$ cat src/rtl/line_bus_adapter.sv
// Cache-line to narrow RAM bus adapter: splits line fills and writebacks
// into BUS_WIDTH beats with a ram_ready wait-state handshake.
module line_bus_adapter #(
    parameter int LINE_WIDTH = 128,
    parameter int BUS_WIDTH  = 32,
    parameter int DATA_WIDTH = 8,
    parameter int BEAT_ORDER = 0
) (
    input  logic                  clk,
    input  logic                  reset,
    input  logic                  req_ren,
    input  logic                  req_wen,
    input  logic [31:0]           req_addr,
    input  logic [LINE_WIDTH-1:0] req_wdata,
    output logic [LINE_WIDTH-1:0] rsp_rdata,
    output logic                  busy,
    output logic                  done,
    output logic                  ram_read_enable,
    output logic                  ram_write_enable,
    output logic [31:0]           ram_address,
    output logic [BUS_WIDTH-1:0]  ram_in,
    input  logic [BUS_WIDTH-1:0]  ram_out,
    input  logic                  ram_ready
);

    localparam int BEATS = LINE_WIDTH / BUS_WIDTH;
    localparam int CW    = (BEATS > 1) ? $clog2(BEATS) : 1;
    localparam int OFS   = $clog2(LINE_WIDTH / 8);
    localparam int DSH   = $clog2(DATA_WIDTH / 8);
    localparam int STEP  = BUS_WIDTH / DATA_WIDTH;
    localparam int IW    = (LINE_WIDTH > 1) ? $clog2(LINE_WIDTH) : 1;

    localparam logic [CW-1:0] LAST = CW'(BEATS - 1);
    localparam logic [31:0]   LMSK = (32'd1 << OFS) - 32'd1;

    typedef enum logic [1:0] {
        IDLE,
        READ,
        WRITE,
        DONE
    } state_t;

    state_t                state;
    state_t                state_nx;
    logic [CW-1:0]         beat;
    logic [31:0]           base;
    logic [LINE_WIDTH-1:0] wdata;
    logic [LINE_WIDTH-1:0] rdata;
    logic [IW-1:0]         slot;
    logic                  last;
    logic                  accept;
    logic                  active;

    // Low bit index of the line slice owned by the current beat
    assign slot = (BEAT_ORDER == 0)
                ? IW'(LINE_WIDTH - BUS_WIDTH - int'(beat) * BUS_WIDTH)
                : IW'(int'(beat) * BUS_WIDTH);

    assign last   = (beat == LAST);
    assign accept = (state == IDLE) && (req_ren || req_wen);
    assign active = (state == READ) || (state == WRITE);

    assign ram_address = (base >> DSH) + 32'(beat) * 32'(STEP);
    assign rsp_rdata   = rdata;

    always_comb begin
        state_nx         = state;
        busy             = 1'b0;
        done             = 1'b0;
        ram_read_enable  = 1'b0;
        ram_write_enable = 1'b0;
        ram_in           = '0;
        unique case (state)
            IDLE: begin
                busy = req_ren || req_wen;
                if (req_wen) begin
                    state_nx = WRITE;
                end else if (req_ren) begin
                    state_nx = READ;
                end
            end
            READ: begin
                busy            = 1'b1;
                ram_read_enable = 1'b1;
                if (ram_ready && last) begin
                    state_nx = DONE;
                end
            end
            WRITE: begin
                busy             = 1'b1;
                ram_write_enable = 1'b1;
                ram_in           = wdata[slot +: BUS_WIDTH];
                if (ram_ready && last) begin
                    state_nx = DONE;
                end
            end
            DONE: begin
                done     = 1'b1;
                state_nx = IDLE;
            end
            default: state_nx = IDLE;
        endcase
    end

    always_ff @(posedge clk or negedge reset) begin
        if (!reset) begin
            state <= IDLE;
            beat  <= '0;
            base  <= '0;
            wdata <= '0;
            rdata <= '0;
        end else begin
            state <= state_nx;
            if (accept) begin
                base  <= req_addr & ~LMSK;
                wdata <= req_wdata;
                beat  <= '0;
            end else if (active && ram_ready && !last) begin
                beat <= beat + CW'(1);
            end else if (state == DONE) begin
                beat <= '0;
            end
            if (state == READ && ram_ready) begin
                rdata[slot +: BUS_WIDTH] <= ram_out;
            end
        end
    end

endmodule
$ cat config.mk
export PLATFORM = sky130hd
export DESIGN_NAME = line_bus_adapter
export DESIGN_NICKNAME = d
export VERILOG_FILES = /design/src/rtl/line_bus_adapter.sv
export SDC_FILE = /design/constraint.sdc
export NUM_CORES = 1
export LEC_CHECK = 0
export CORE_MARGIN = 2
export CORE_UTILIZATION = 40
export DETAILED_ROUTE_END_ITERATION = 16
export MAX_ROUTING_LAYER = met4
export PLACE_DENSITY_LB_ADDON = 0.3
export SLEW_MARGIN = 20
export SYNTH_ARGS = -nofsm -noshare
export SYNTH_HDL_FRONTEND = slang
export SYNTH_SLANG_ARGS = --single-unit
$ cat constraint.sdc
create_clock -name clk -period 2.35 [get_ports clk]
set_clock_uncertainty 0.2 [all_clocks]
set_input_delay 0.3525 -clock clk [delete_from_list [all_inputs] [get_ports clk]]
set_output_delay 0.3525 -clock clk [all_outputs]
set_load 0.02 [all_outputs]
After elaboration in Yosys (flattened, before gate mapping)

Index checks and enable logic that the tools add are counted.

Output and inout bits: 196
Bits in registers: 288
Memories: 0
Bits in writable memories: 0
Input bits: 197
ROM bits: 0
Bits in latches: 0
Word-level logic and storage cells: 43

Div/mod/pow operators: 0
Muxes and demuxes: 13
Multiply operators: 0
Reduce and logical (&&, ||, !) cells: 12
Shifts and indexed selects: 3
$lt $le $gt $ge: 0
Eq/ne operators: 6
Add/sub/neg operators: 4
Bitwise gates (word level): 0

Operators by type and width:

| operator                 | count |
|---|---|
| $bwmux 128               | 1 |
| $shift 32x9->128 const A | 1 |
| $shiftx 128x8->32        | 1 |
| $shiftx 32x9->128        | 1 |
| $add 32x4->32            | 1 |
| $mux 32                  | 1 |
| $mux 2                   | 6 |
| $neg 7->9                | 1 |
| $sub 7x7->7 const A      | 1 |
| $eq 2x2->1 const B       | 3 |
| $pmux 2 s3               | 1 |
| $logic_and 1x1->1        | 5 |
| $mux 1                   | 3 |
| $ne 3x3->1 const B       | 1 |
| $reduce_bool 3->1        | 1 |
| $add 2x1->2 const B      | 1 |
| $eq 2x1->1 const B       | 1 |
| $logic_not 2->1          | 1 |
| $logic_or 1x1->1         | 2 |
| $ne 2x1->1 const B       | 1 |
| $pmux 1 s2               | 1 |
| $reduce_and 2->1         | 1 |
| $reduce_or 2->1          | 1 |
| $logic_not 1->1          | 1 |

Longest topological paths before layout

Word-level depth: 6
Gate-level depth with buffers: 8
Mapped depth without buffers: 5

Worst setup path before layout

Ideal clock, no wire load.

Path kind: reg2reg
From: register beat[1]
To: register rdata[97] (netlist: rsp_rdata[97])
Cell stages (with the launch flop): 9
Path buffers: 3
Arrival: 2250 ps
Setup time: 84 ps
Data required time: 2066 ps
Period minus slack after synthesis: 2535 ps
Path slack: -185 ps
Path through: dfrtp_1 -> buf_2 -> buf_1 -> inv_1 -> ha_1 -> nor4_4 -> buf_2 -> nand2_1 -> o21ai_0

Word-level cells in the longest chain between the ends: 4
Elaborated cells between the ends (all ways): 5
Those cells by class: add/sub: 2; shift: 2; mux: 1

Ends and longest elaborated chain:

| element                                                      | RTL line | source |
|---|---|---|
| start: declaration                                           | 45       | `logic [CW-1:0] beat;` |
| start signal: assignment                                     | 119      | `beat <= beat + CW'(1);` |
| $sub 7x7->7 (*)                                              | 56       | `? IW'(LINE_WIDTH - BUS_WIDTH - int'(beat) * BUS_WIDTH)` |
| $neg 7->9 (*)                                                | 124      | `rdata[slot +: BUS_WIDTH] <= ram_out;` |
| $shiftx 32x9->128 / $shift 32x9->128 (equally long branches) | 124      |  |
| $bwmux 128 (*)                                               | 124      |  |
| end signal: indexed assignment                               | 124      |  |
| end: declaration                                             | 48       | `logic [LINE_WIDTH-1:0] rdata;` |

Mark *: on every way between the ends. The rest lies on a longest branch, timed or not.
A chain may end at the register's enable or synchronous reset.

Final worst setup path

From: register beat[0]
To: output ram_in[10]

Word-level cells in the longest chain between the ends: 3

Ends and longest elaborated chain:

| element           | RTL line | source |
|---|---|---|
| $sub 7x7->7       | 56       |  |
| $shiftx 128x8->32 | 92       | `ram_in = wdata[slot +: BUS_WIDTH];` |
| $mux 32           | 73       | `unique case (state)` |
| end: declaration  | 21       | `output logic [BUS_WIDTH-1:0] ram_in,` |

Every way passes these cells.

==> impl_metrics.json <==
{
  "yosys.area_share.simple_pct": 7.15,
  "dieHeight_um": 177,
  "synth_top_area_share_pct": 60.3,
  "synth_fa_ha_area_share_pct": 1.05,
  "drive_gt1_share_pct": 28.0,
  "yosysSeqAreaShare_pct": 60.3,
  "p_leak_nw": 7.58,
  "grt_max_degree": 65,
  "via_count": 8596,
  "die_x_um": 177,
  "ctsHtreeMaxLevel": 2,
  "numCtsBuffers": 34,
  "synth-compound-area-share_pct": 7.53,
  "dpl.hpwl_um": 23500,
  "crit_fanout": 4,
  "synth_xor_area_share_pct": 0,
  "dieArea_um2": 31300,
  "grt_first_pass_wirelength_um": 51200,
  "dpl.cell_count": 1623,
  "finalSetupViolations": 32,
  "final_util_pct": 60.3,
  "rows": 63,
  "totalWireLength_um": 33500,
  "fin_hold_ws_ns": 0.170,
  "clk_latency_ns": 0.50,
  "port_buffers": 386,
  "final_nets": 1487,
  "finalSetupTns_ns": -5.52,
  "cp.arrival_ns": 2.00,
  "path_cells": "buf_6 -> buf_12 -> mux4_2 -> and2_4 -> buf_6",
  "overflow": 0,
  "clockBufferDepth": 3,
  "cts_tree": "done",
  "reg2reg_from": "beat[0]$_DFFE_PN0P_",
  "endpoint_kind": "output port",
  "wl_per_cell_um": 19.8,
  "core-area_um2": 29600,
  "ios": 393,
  "max_stage_delay_ns": 0.50,
  "crit_top_cell": "buf_6",
  "gp_congestion": 0.774,
  "finalHoldViolCount": 0,
  "worstSetupPathType": "reg2out",
  "synth_top_family_by_area": "multiplexers",
  "drt_pass1_iterations": 4,
  "fmax_ghz": 0.391,
  "initial_core_util_pct": 40.5,
  "total_power_mw": 24.4,
  "synthCells": 869,
  "start_kind": "register",
  "slew_violations": 0,
  "grt_usage_pct": 21.7,
  "reg2reg_depth": 9,
  "worst_slack_ns": -0.206,
  "cap_violations": 0,
  "vias_per_cell": 5.07,
  "violations": "negative setup slack",
  "r2r-end": "rsp_rdata[98]$_DFFE_PN0P_",
  "top_layer": "met4",
  "yosysWarnings": 0,
  "synthMuxAreaShare_pct": 21.1,
  "status": "complete, but fails checks",
  "yosys_register_bits": 288,
  "path_delay_family": "multiplexers",
  "clk_pin_slew_ns": 0.06,
  "final_common_cell": "clkdlybuf4s50_1",
  "slowest_stage": "mux4_2",
  "wl_met3_um": 3320,
  "syn_to_final_growth_pct": 49.1,
  "final_cell_mix": "clkdlybuf4s50_1, dfrtp_1, mux2_2, nand2_1, a22o_1",
  "ant_nets": 0,
  "cp.buffers_inverters": 3,
  "p_per_area_nw_per_um2": 1370,
  "clockRootBuffer": "clkbuf_16",
  "rsz0062_at_grt": "yes",
  "min_period_ns": 2.56,
  "r2r_slack_ns": 0.09,
  "drt_iter0_drc": 436,
  "dr_wl_met2_um": 16400,
  "synth_area_leaders": "dfrtp_1, mux2_2, mux4_2",
  "cp.required_ns": 1.80,
  "antenna_found_initial": 4,
  "synth_cell_type_count": 29,
  "grt_pass1_vias": 9157,
  "vdd_ir_drop_max_uv": 952,
  "avgSynthCellArea_um2": 13.8,
  "cts_sinks": 288,
  "synth_top_area_cell": "dfrtp_1",
  "syn_area_um2": 12000,
  "layout.cells.non_filler": 1696,
  "hp-class": "in2async",
  "finalCritPeriodShare_pct": 109,
  "drc_errors": 0,
  "wl_met1_um": 13000
}
==> synthesized netlist by cell type <==
master and count:
nor2b_1 2, nand2_1 132, nand3_2 1, clkbuf_2 1, inv_1 4, mux4_2 32, nor4_4 2, buf_2 28
clkbuf_1 23, nand3b_1 1, buf_4 3, nor2_1 5, mux2i_1 5, nand3_1 2, buf_6 6, mux2_2 156
a22o_1 64, o21ai_1 10, a22oi_1 1, ha_1 10, nor3_4 1, dfrtp_1 288, nand3_4 1, buf_1 1
o21ai_0 55, conb_1 1, and2_1 32, o21a_1 1, nor4b_4 1
==> layer usage <==
metal / up-vias / global-route usage (%)
met5: - / -
met3: 58 / 7.56
met2: 337 / 35.3
li1: 3892 / -
met4: 0 / 6.16
met1: 4309 / 25.7
==> kinds of logic (layout without fill, tap and decap cells) <==
family	count (synthesis)	in the layout
other	1	6
AO/OA/AOI/OAI	131	131
adder cells (fa/ha/maj)	10	10
flip-flops	288	288
AND/OR/NAND/NOR	180	180
buffers and inverters	66	498
multiplexers	193	193
==> where the power goes <==
| part | internal [mW] | switching (mW) |
|---|---|---|
| Clock | 2.95 | 2.00 |
| Combinational | 6.15 | 5.14 |
| Sequential | 7.06 | 1.13 |
==> worst max-delay path by stage <==
| stage | from | to | depth (start not counted) |
|---|---|---|---|
| floorplan | beat[0]$_DFFE_PN0P_ | rsp_rdata[97]$_DFFE_PN0P_ | 8 |
| global placement | beat[0]$_DFFE_PN0P_ | ram_in[18] | 4 |
| detailed placement | beat[0]$_DFFE_PN0P_ | ram_in[18] | 4 |
| CTS | beat[0]$_DFFE_PN0P_ | ram_in[10] | 6 |
| global route | beat[0]$_DFFE_PN0P_ | ram_in[13] | 5 |
| finish | beat[0]$_DFFE_PN0P_ | ram_in[10] | 5 |
==> metrics by stage <==
stage	instance area [µm²]	setup slack [ns]
finish	17800	-0.206
global route	17800	-0.288
CTS	17700	-0.288
detailed placement	16500	-0.186
global placement	16500	-0.180
floorplan	12000	0.0145
==> sequential cells by signal, summed over array words and instances (netlist names) <==
signal and cells:
beat 2, rsp_rdata 128, wdata 128, base 28
state 2
==> repair_timing <==
item / 4_1_cts / 5_1_grt
endpoints found under the setup margin: 71 / 70
resized for setup: 195 / 56
setup buffers: 6 / 4
cloned: 2 / 2
hold buffers: 1 / 0
endpoints found under the hold margin: 130 / 0
pin swaps: 3 / 3
==> worst reg2reg max path, cell delays in order, from the launching register on <==
cell and delay [ns]:
dfrtp_2 0.45, buf_4 0.15, buf_8 0.11, inv_1 0.13
ha_4 0.26, nor4_4 0.26, buf_4 0.19, clkbuf_16 0.19
nand2_1 0.06, o21ai_0 0.17
==> layout make-up <==
class,instances,area [µm²]
diodes,4,10.0
clock buffers,47,950
clock inverters,11,108
fillers,2360,11700
inverters,4,15.0
multi-input cells,516,4530
flip-flops and latches,288,7210
well taps,390,488
repair buffers,436,4520
Note: power is estimated with default switching activity, not from simulation.
==> patch 1: new RTL, config.mk and constraints unchanged <==
`LINE_WIDTH`: 128 -> 256.
--- a/src/rtl/line_bus_adapter.sv
+++ b/src/rtl/line_bus_adapter.sv
@@ -1,7 +1,7 @@
 // Cache-line to narrow RAM bus adapter: splits line fills and writebacks
 // into BUS_WIDTH beats with a ram_ready wait-state handshake.
 module line_bus_adapter #(
-    parameter int LINE_WIDTH = 128,
+    parameter int LINE_WIDTH = 256,
     parameter int BUS_WIDTH  = 32,
     parameter int DATA_WIDTH = 8,
     parameter int BEAT_ORDER = 0
Interface: changed (resized req_wdata and rsp_rdata); port bits go from 393 to 649. The function was not compared with the original's and may differ.
==> patch 1 against the original RTL <==
Cell area rose by 99%. Core utilization increased by 1.1 points. Sequential share of layout area decreased by 2.1 points. The run still ends with setup timing left. Largest power group unchanged. Sequential cell count increased by 256. Highest routed layer unchanged. Wire length up 140%. Setup slack worse by 0.31 ns. Register-to-register slack got worse by 0.59 ns. Total power grew 83%. Synthesized area up 96%.
==> patch 1: results (changes against the original RTL) <==
| Metric | Value |
|---|---|
| Outcome | finished, violations left |
| Failing checks | setup timing |
| Worst path top cell family by delay | buffers and inverters |
| Vias in the first global route | 17,800 (+94%) |
| VDD IR-drop max | 0.000812 V (-15%) |
| Drt pass-1 iters | 5 (+1) |
| Drt initial violations | 799 (+83%) |
| Leak Pwr | 15.6 nW (+110%) |
| Pint | 29.5 mW (+83%) |
| First-pass GRT wire length | 117,000 µm (+130%) |
| DR vias | 16,500 (+91%) |
| Port buffer count | 641 (+66%) |
| Gr usage total | 0.271 (+0.0532) |
| R2R Setup Slk | -0.50 ns (-0.59 ns) |
| Ys async rst share | 1.00 (unchanged) |
| Largest net degree at the start of global routing | 88 (+35%) |
| Fillers | 4,486 (+90%) |
| Worst path arrival time | 2.32 ns (+0.32 ns) |
| Mapped Cells | 1,560 (+80%) |
| R2R Path End | rsp_rdata[19] |
| Routed len/inst | 25.5 µm (+29%) |
| CTS Buf Count | 58 (+71%) |
| Critical Path Max Stage Delay | 0.52 ns (+0.02 ns) |
| Worst Slack Setup Final | -0.521 ns (-0.315 ns) |
| Sum of negative setup slack | -98.83 ns (-93.31 ns) |
| Area contributors post-synth | dfrtp_1 (58%), mux2_2 (24%), mux4_2 (6.2%), and2_1 (1.7%), nand2_1 (1.6%) |
| Distinct cells, synth | 34 (+17%) |
| Worst Reg-to-Reg Cells | 10 (+1) |
| Routed wire length | 81,200 µm (+140%) |
| Final setup viols | 291 (+810%) |
| Clock latency on the worst-skew pair | 0.63 ns (+0.13 ns) |
| Initial antenna violation count | 26 (+22) |
| Cells after DPL | 2,989 (+84%) |
| Slowest stage cell on the critical path | dfrtp_4 |
| Warnings from Yosys | 0 (unchanged) |
| Top post-synthesis cells by count | dfrtp_1 (544), mux2_2 (496), nand2_1 (99), and2_1 (65), mux4_2 (64) |
| GPL Wtd Cong | 0.877 (+13%) |
| NumNets Final | 2,689 (+81%) |
| Worst Path Max Fanout | 7 (+3) |
| Sequential share of the synthesized area | 0.581 (-0.0212) |
| DPL Wire Length | 57,900 µm (+150%) |
| Layout cells sized above 1 | 0.414 (+0.134) |
| Worst R2R Start | beat[1] |
## patch 1: routing by layer
layer,routed length (µm),share of wire,global-route usage
met5,0,0,-
met4,3220,0.040,0.106
met3,5380,0.066,0.0633
met2,42000,0.52,0.462
met1,30600,0.38,0.308
## patch 1: how the worst max path moves through the flow
| stage | to | slack, ns | cells past startpoint |
|---|---|---|---|
| floorplan | rsp_rdata[10] | -0.08 | 10 |
| global placement | ram_in[6] | -0.50 | 6 |
| detailed placement | ram_in[2] | -0.49 | 6 |
| CTS | ram_in[27] | -0.56 | 7 |
| global route | ram_in[27] | -0.61 | 7 |
| finish | ram_in[27] | -0.52 | 7 |
## patch 1: cell type report
| cell class | count | share of cell area |
|---|---|---|
| inverters | 37 | 0.00398 |
| clock buffers | 84 | 0.0470 |
| clock inverters | 21 | 0.00730 |
| repair buffers | 834 | 0.257 |
| well taps | 765 | 0.0270 |
| multi-input cells | 878 | 0.272 |
| flip-flops and latches | 544 | 0.384 |
| diodes | 26 | 0.00183 |
## patch 1: per-stage QoR
| step | hold slack, ns | area (µm²) | worst slack, ns |
|---|---|---|---|
| after detailed placement | 0.0757 | 31700 | -0.494 |
| after global placement | 0.0812 | 31700 | -0.499 |
| after floorplan | -0.143 | 23600 | -0.0837 |
| after global routing | 0.0181 | 35500 | -0.607 |
| final | 0.0147 | 35500 | -0.521 |
| after CTS | 0.0000515 | 35000 | -0.562 |
## patch 1: cells by family after synthesis
kind of cell               Yosys count  synth area share
DFF                                544             0.581
AOI/OAI and AO/OA                   36            0.0116
adders and majority gates           11           0.00588
other                                1          0.000160
buffers and inverters              139            0.0298
muxes                              608             0.323
and+or+nand+nor                    221            0.0481
## patch 1: what timing repair did
item | in CTS | in global routing
buffers inserted | 32 | 15
hold buffers | 1 | 0
resized for setup | 360 | 50
pin swaps | 56 | 17
cloned | 18 | 9
setup endpoints to repair | 296 | 432
endpoints found under the hold margin | 388 | 0
## patch 1: power groups by stage
stage	clock, mW	combinational, mW	sequential, mW
4_1_cts	9.48	19.9	15.2
2_1_floorplan	0	9.20	16.1
5_1_grt	9.87	21.5	15.6
3_3_place_gp	0	18.0	15.2
3_5_place_dp	0	18.3	15.3
6_report	9.26	20.3	15.2
## patch 1: worst register-to-register path, delay by kind of cell (launching register included)
kind                       cells  cell delay, ns
and+or+nand+nor                2            0.44
adders and majority gates      2            0.42
DFF                            1            0.52
muxes                          1            0.30
buffers and inverters          5            0.87
==> patch 2: new RTL, same flow settings <==
Without the edit above. Re-encode `state_t` (4 states) as Gray code, 2 bits wide.
--- a/src/rtl/line_bus_adapter.sv
+++ b/src/rtl/line_bus_adapter.sv
@@ -34,10 +34,10 @@
     localparam logic [31:0]   LMSK = (32'd1 << OFS) - 32'd1;
 
     typedef enum logic [1:0] {
-        IDLE,
-        READ,
-        WRITE,
-        DONE
+        IDLE  = 2'b00,
+        READ  = 2'b01,
+        WRITE = 2'b11,
+        DONE  = 2'b10
     } state_t;
 
     state_t                state;
Check against the original RTL: no difference found for any inputs over 4 cycles, from zero or initial values and one cycle with reset low; so few cycles prove little.
==> patch 2 against the original RTL <==
The flow still finishes with violations (setup timing). Sequential share of layout area up 0.50 points. Synthesized area down 3.2%. Core utilization up 1.2 points. Via count down 4.3%. Count of clock-buffer cells in the layout down 2. Wire length up 1.7%. Sequential cell count unchanged. Global-route usage up 1.4 points. Cell area down 1.2%. Total power down 4.2%. Setup slack worse by 0.037 ns. Largest power group unchanged.
==> patch 2: results (changes against the original RTL) <==
| Metric | Value |
|---|---|
| Syn_area_per_cell | 15.8 µm² (+15%) |
| Top post-synthesis cells by count | dfrtp_1 (288), mux2_2 (156), a22o_1 (128), buf_2 (34), nor2b_1 (33) |
| Worst path arrival time | 2.04 ns (+0.04 ns) |
| Gr usage total | 0.232 (+0.0141) |
| Via density | 5.26 (+3.8%) |
| First-pass GRT wire length | 53,000 µm (+3.6%) |
| Distinct cells, synth | 25 (-14%) |
| R2R Setup Slk | 0.09 ns (about the same) |
| HP Class | in -> async |
| Place WS | -0.132 ns (+0.0549 ns) |
| Worst Path Max Fanout | 4 (unchanged) |
| NumNets Final | 1,358 (-8.7%) |
| Vias in the first global route | 9,115 (-0.46%) |
| Drt pass-1 iters | 4 (unchanged) |
| Drt initial violations | 392 (-10%) |
| GRT met2 Usage | 0.389 (+0.0353) |
| Layout cells sized above 1 | 0.305 (+0.0254) |
| Clock Path Buffers | 3 (unchanged) |
| DPL Wire Length | 23,300 µm (-1.1%) |
| Warnings from Yosys | 0 (unchanged) |
| Grt met3 use | 0.0711 (-0.00452) |
| CTS root buf | clkbuf_16 |
| Clock latency on the worst-skew pair | 0.55 ns (+0.05 ns) |
| Failing checks | setup timing |
| Outcome | finished, violations left |
| Worst Slack Setup Final | -0.243 ns (-0.0370 ns) |
| Slowest stage cell on the critical path | mux4_2 |
| Largest net degree at the start of global routing | 54 (-17%) |
| Cells after DPL | 1,491 (-8.1%) |
| DR vias | 8,224 (-4.3%) |
| Total grt overflow | 0 (unchanged) |
| VDD IR-drop max | 0.000704 V (-26%) |
| Routed len/inst | 21.8 µm (+10%) |
| Sequential share of the synthesized area | 0.622 (+0.0197) |
| Leak Pwr | 7.56 nW (-0.16%) |
| Sum of negative setup slack | -6.71 ns (-1.20 ns) |
| Met1 GRT Util | 0.274 (+0.0168) |
| Critical Path Max Stage Delay | 0.48 ns (-0.02 ns) |
| Final setup viols | 32 (unchanged) |
| Fillers | 2,188 (-7.3%) |
| CTS Buf Count | 30 (-12%) |
| Ys async rst share | 1.00 (unchanged) |
| Clk pin slew, worst setup/hold paths | 0.06 ns (about the same) |
| # H-tree levels | 1 (-1) |
| GPL Wtd Cong | 0.804 (+3.9%) |
| Area contributors post-synth | dfrtp_1 (62%), mux2_2 (15%), a22o_1 (9.7%), mux4_2 (6.2%), nor2b_1 (1.8%) |
| Port buffer count | 386 (unchanged) |
| Initial antenna violation count | 2 (-2) |
[patch 2: layer usage]
layer  up-vias  wire length (µm)
met5         -                 0
met4         0               886
li1       3590                 -
met1      4227             13100
met3        48              3130
met2       359             17000
[patch 2: what timing repair did]
action / CTS / global route
pin swaps: 1 / 2
cloned: 5 / 2
hold endpoints to repair: 225 / 0
buffers inserted: 8 / 4
setup endpoints to repair: 99 / 87
resized for setup: 179 / 54
hold buffers: 1 / 0
[patch 2: layout make-up]
type | instances | area [µm²] | share of cell area
well taps | 384 | 480 | 0.0273
diodes | 2 | 5.00 | 0.000284
multi-input cells | 383 | 4220 | 0.240
clock inverters | 8 | 71.3 | 0.00405
clock buffers | 45 | 888 | 0.0504
inverters | 5 | 21.3 | 0.00121
flip-flops and latches | 288 | 7210 | 0.409
repair buffers | 448 | 4720 | 0.268
[patch 2: cells by family (layout without fill, tap and decap cells)]
family                     after synthesis  after routing  share of synthesized area
and+or+nand+nor                         53             53                     0.0330
muxes                                  188            188                      0.214
DFF                                    288            288                      0.622
AOI/OAI and AO/OA                      135            135                      0.101
other                                    1              4                   0.000324
adders and majority gates                5              5                    0.00540
buffers and inverters                   61            506                     0.0244
[patch 2: worst paths after layout]
check / from / to / depth (start not counted)
setup / recovery: beat[0] / ram_in[8] / 5
hold / removal: reset / rsp_rdata[88] / 2
setup reg to reg: beat[0] / rsp_rdata[43] / 10
hold reg to reg: rsp_rdata[52] / rsp_rdata[52] / 1
max in group asynchronous: reset / wdata[41] / 4
min in group clk: req_wdata[124] / wdata[124] / 2
[patch 2: power breakdown]
group | total (mW) | internal (mW) | switching (mW)
clock | 4.62 | 2.70 | 1.92
sequential | 8.15 | 7.02 | 1.13
combinational | 10.6 | 6.01 | 4.61
total | 23.4 | 15.7 | 7.67
[patch 2: worst max-delay path, delay by kind of cell, from the launching register on]
kind | cells | cell delay [ns]
buf+inv | 3 | 0.46
flops | 1 | 0.41
mux | 1 | 0.48
simple gates | 1 | 0.14
[patch 2: metrics by stage]
stage	cell area (µm²)	util	hold WS (ns)
after floorplan	11600	-	-0.143
after global placement	16300	0.569	0.119
after detailed placement	16300	0.569	0.115
after CTS	17400	0.608	0.132
after global routing	17600	0.615	0.154
final	17600	0.615	0.128
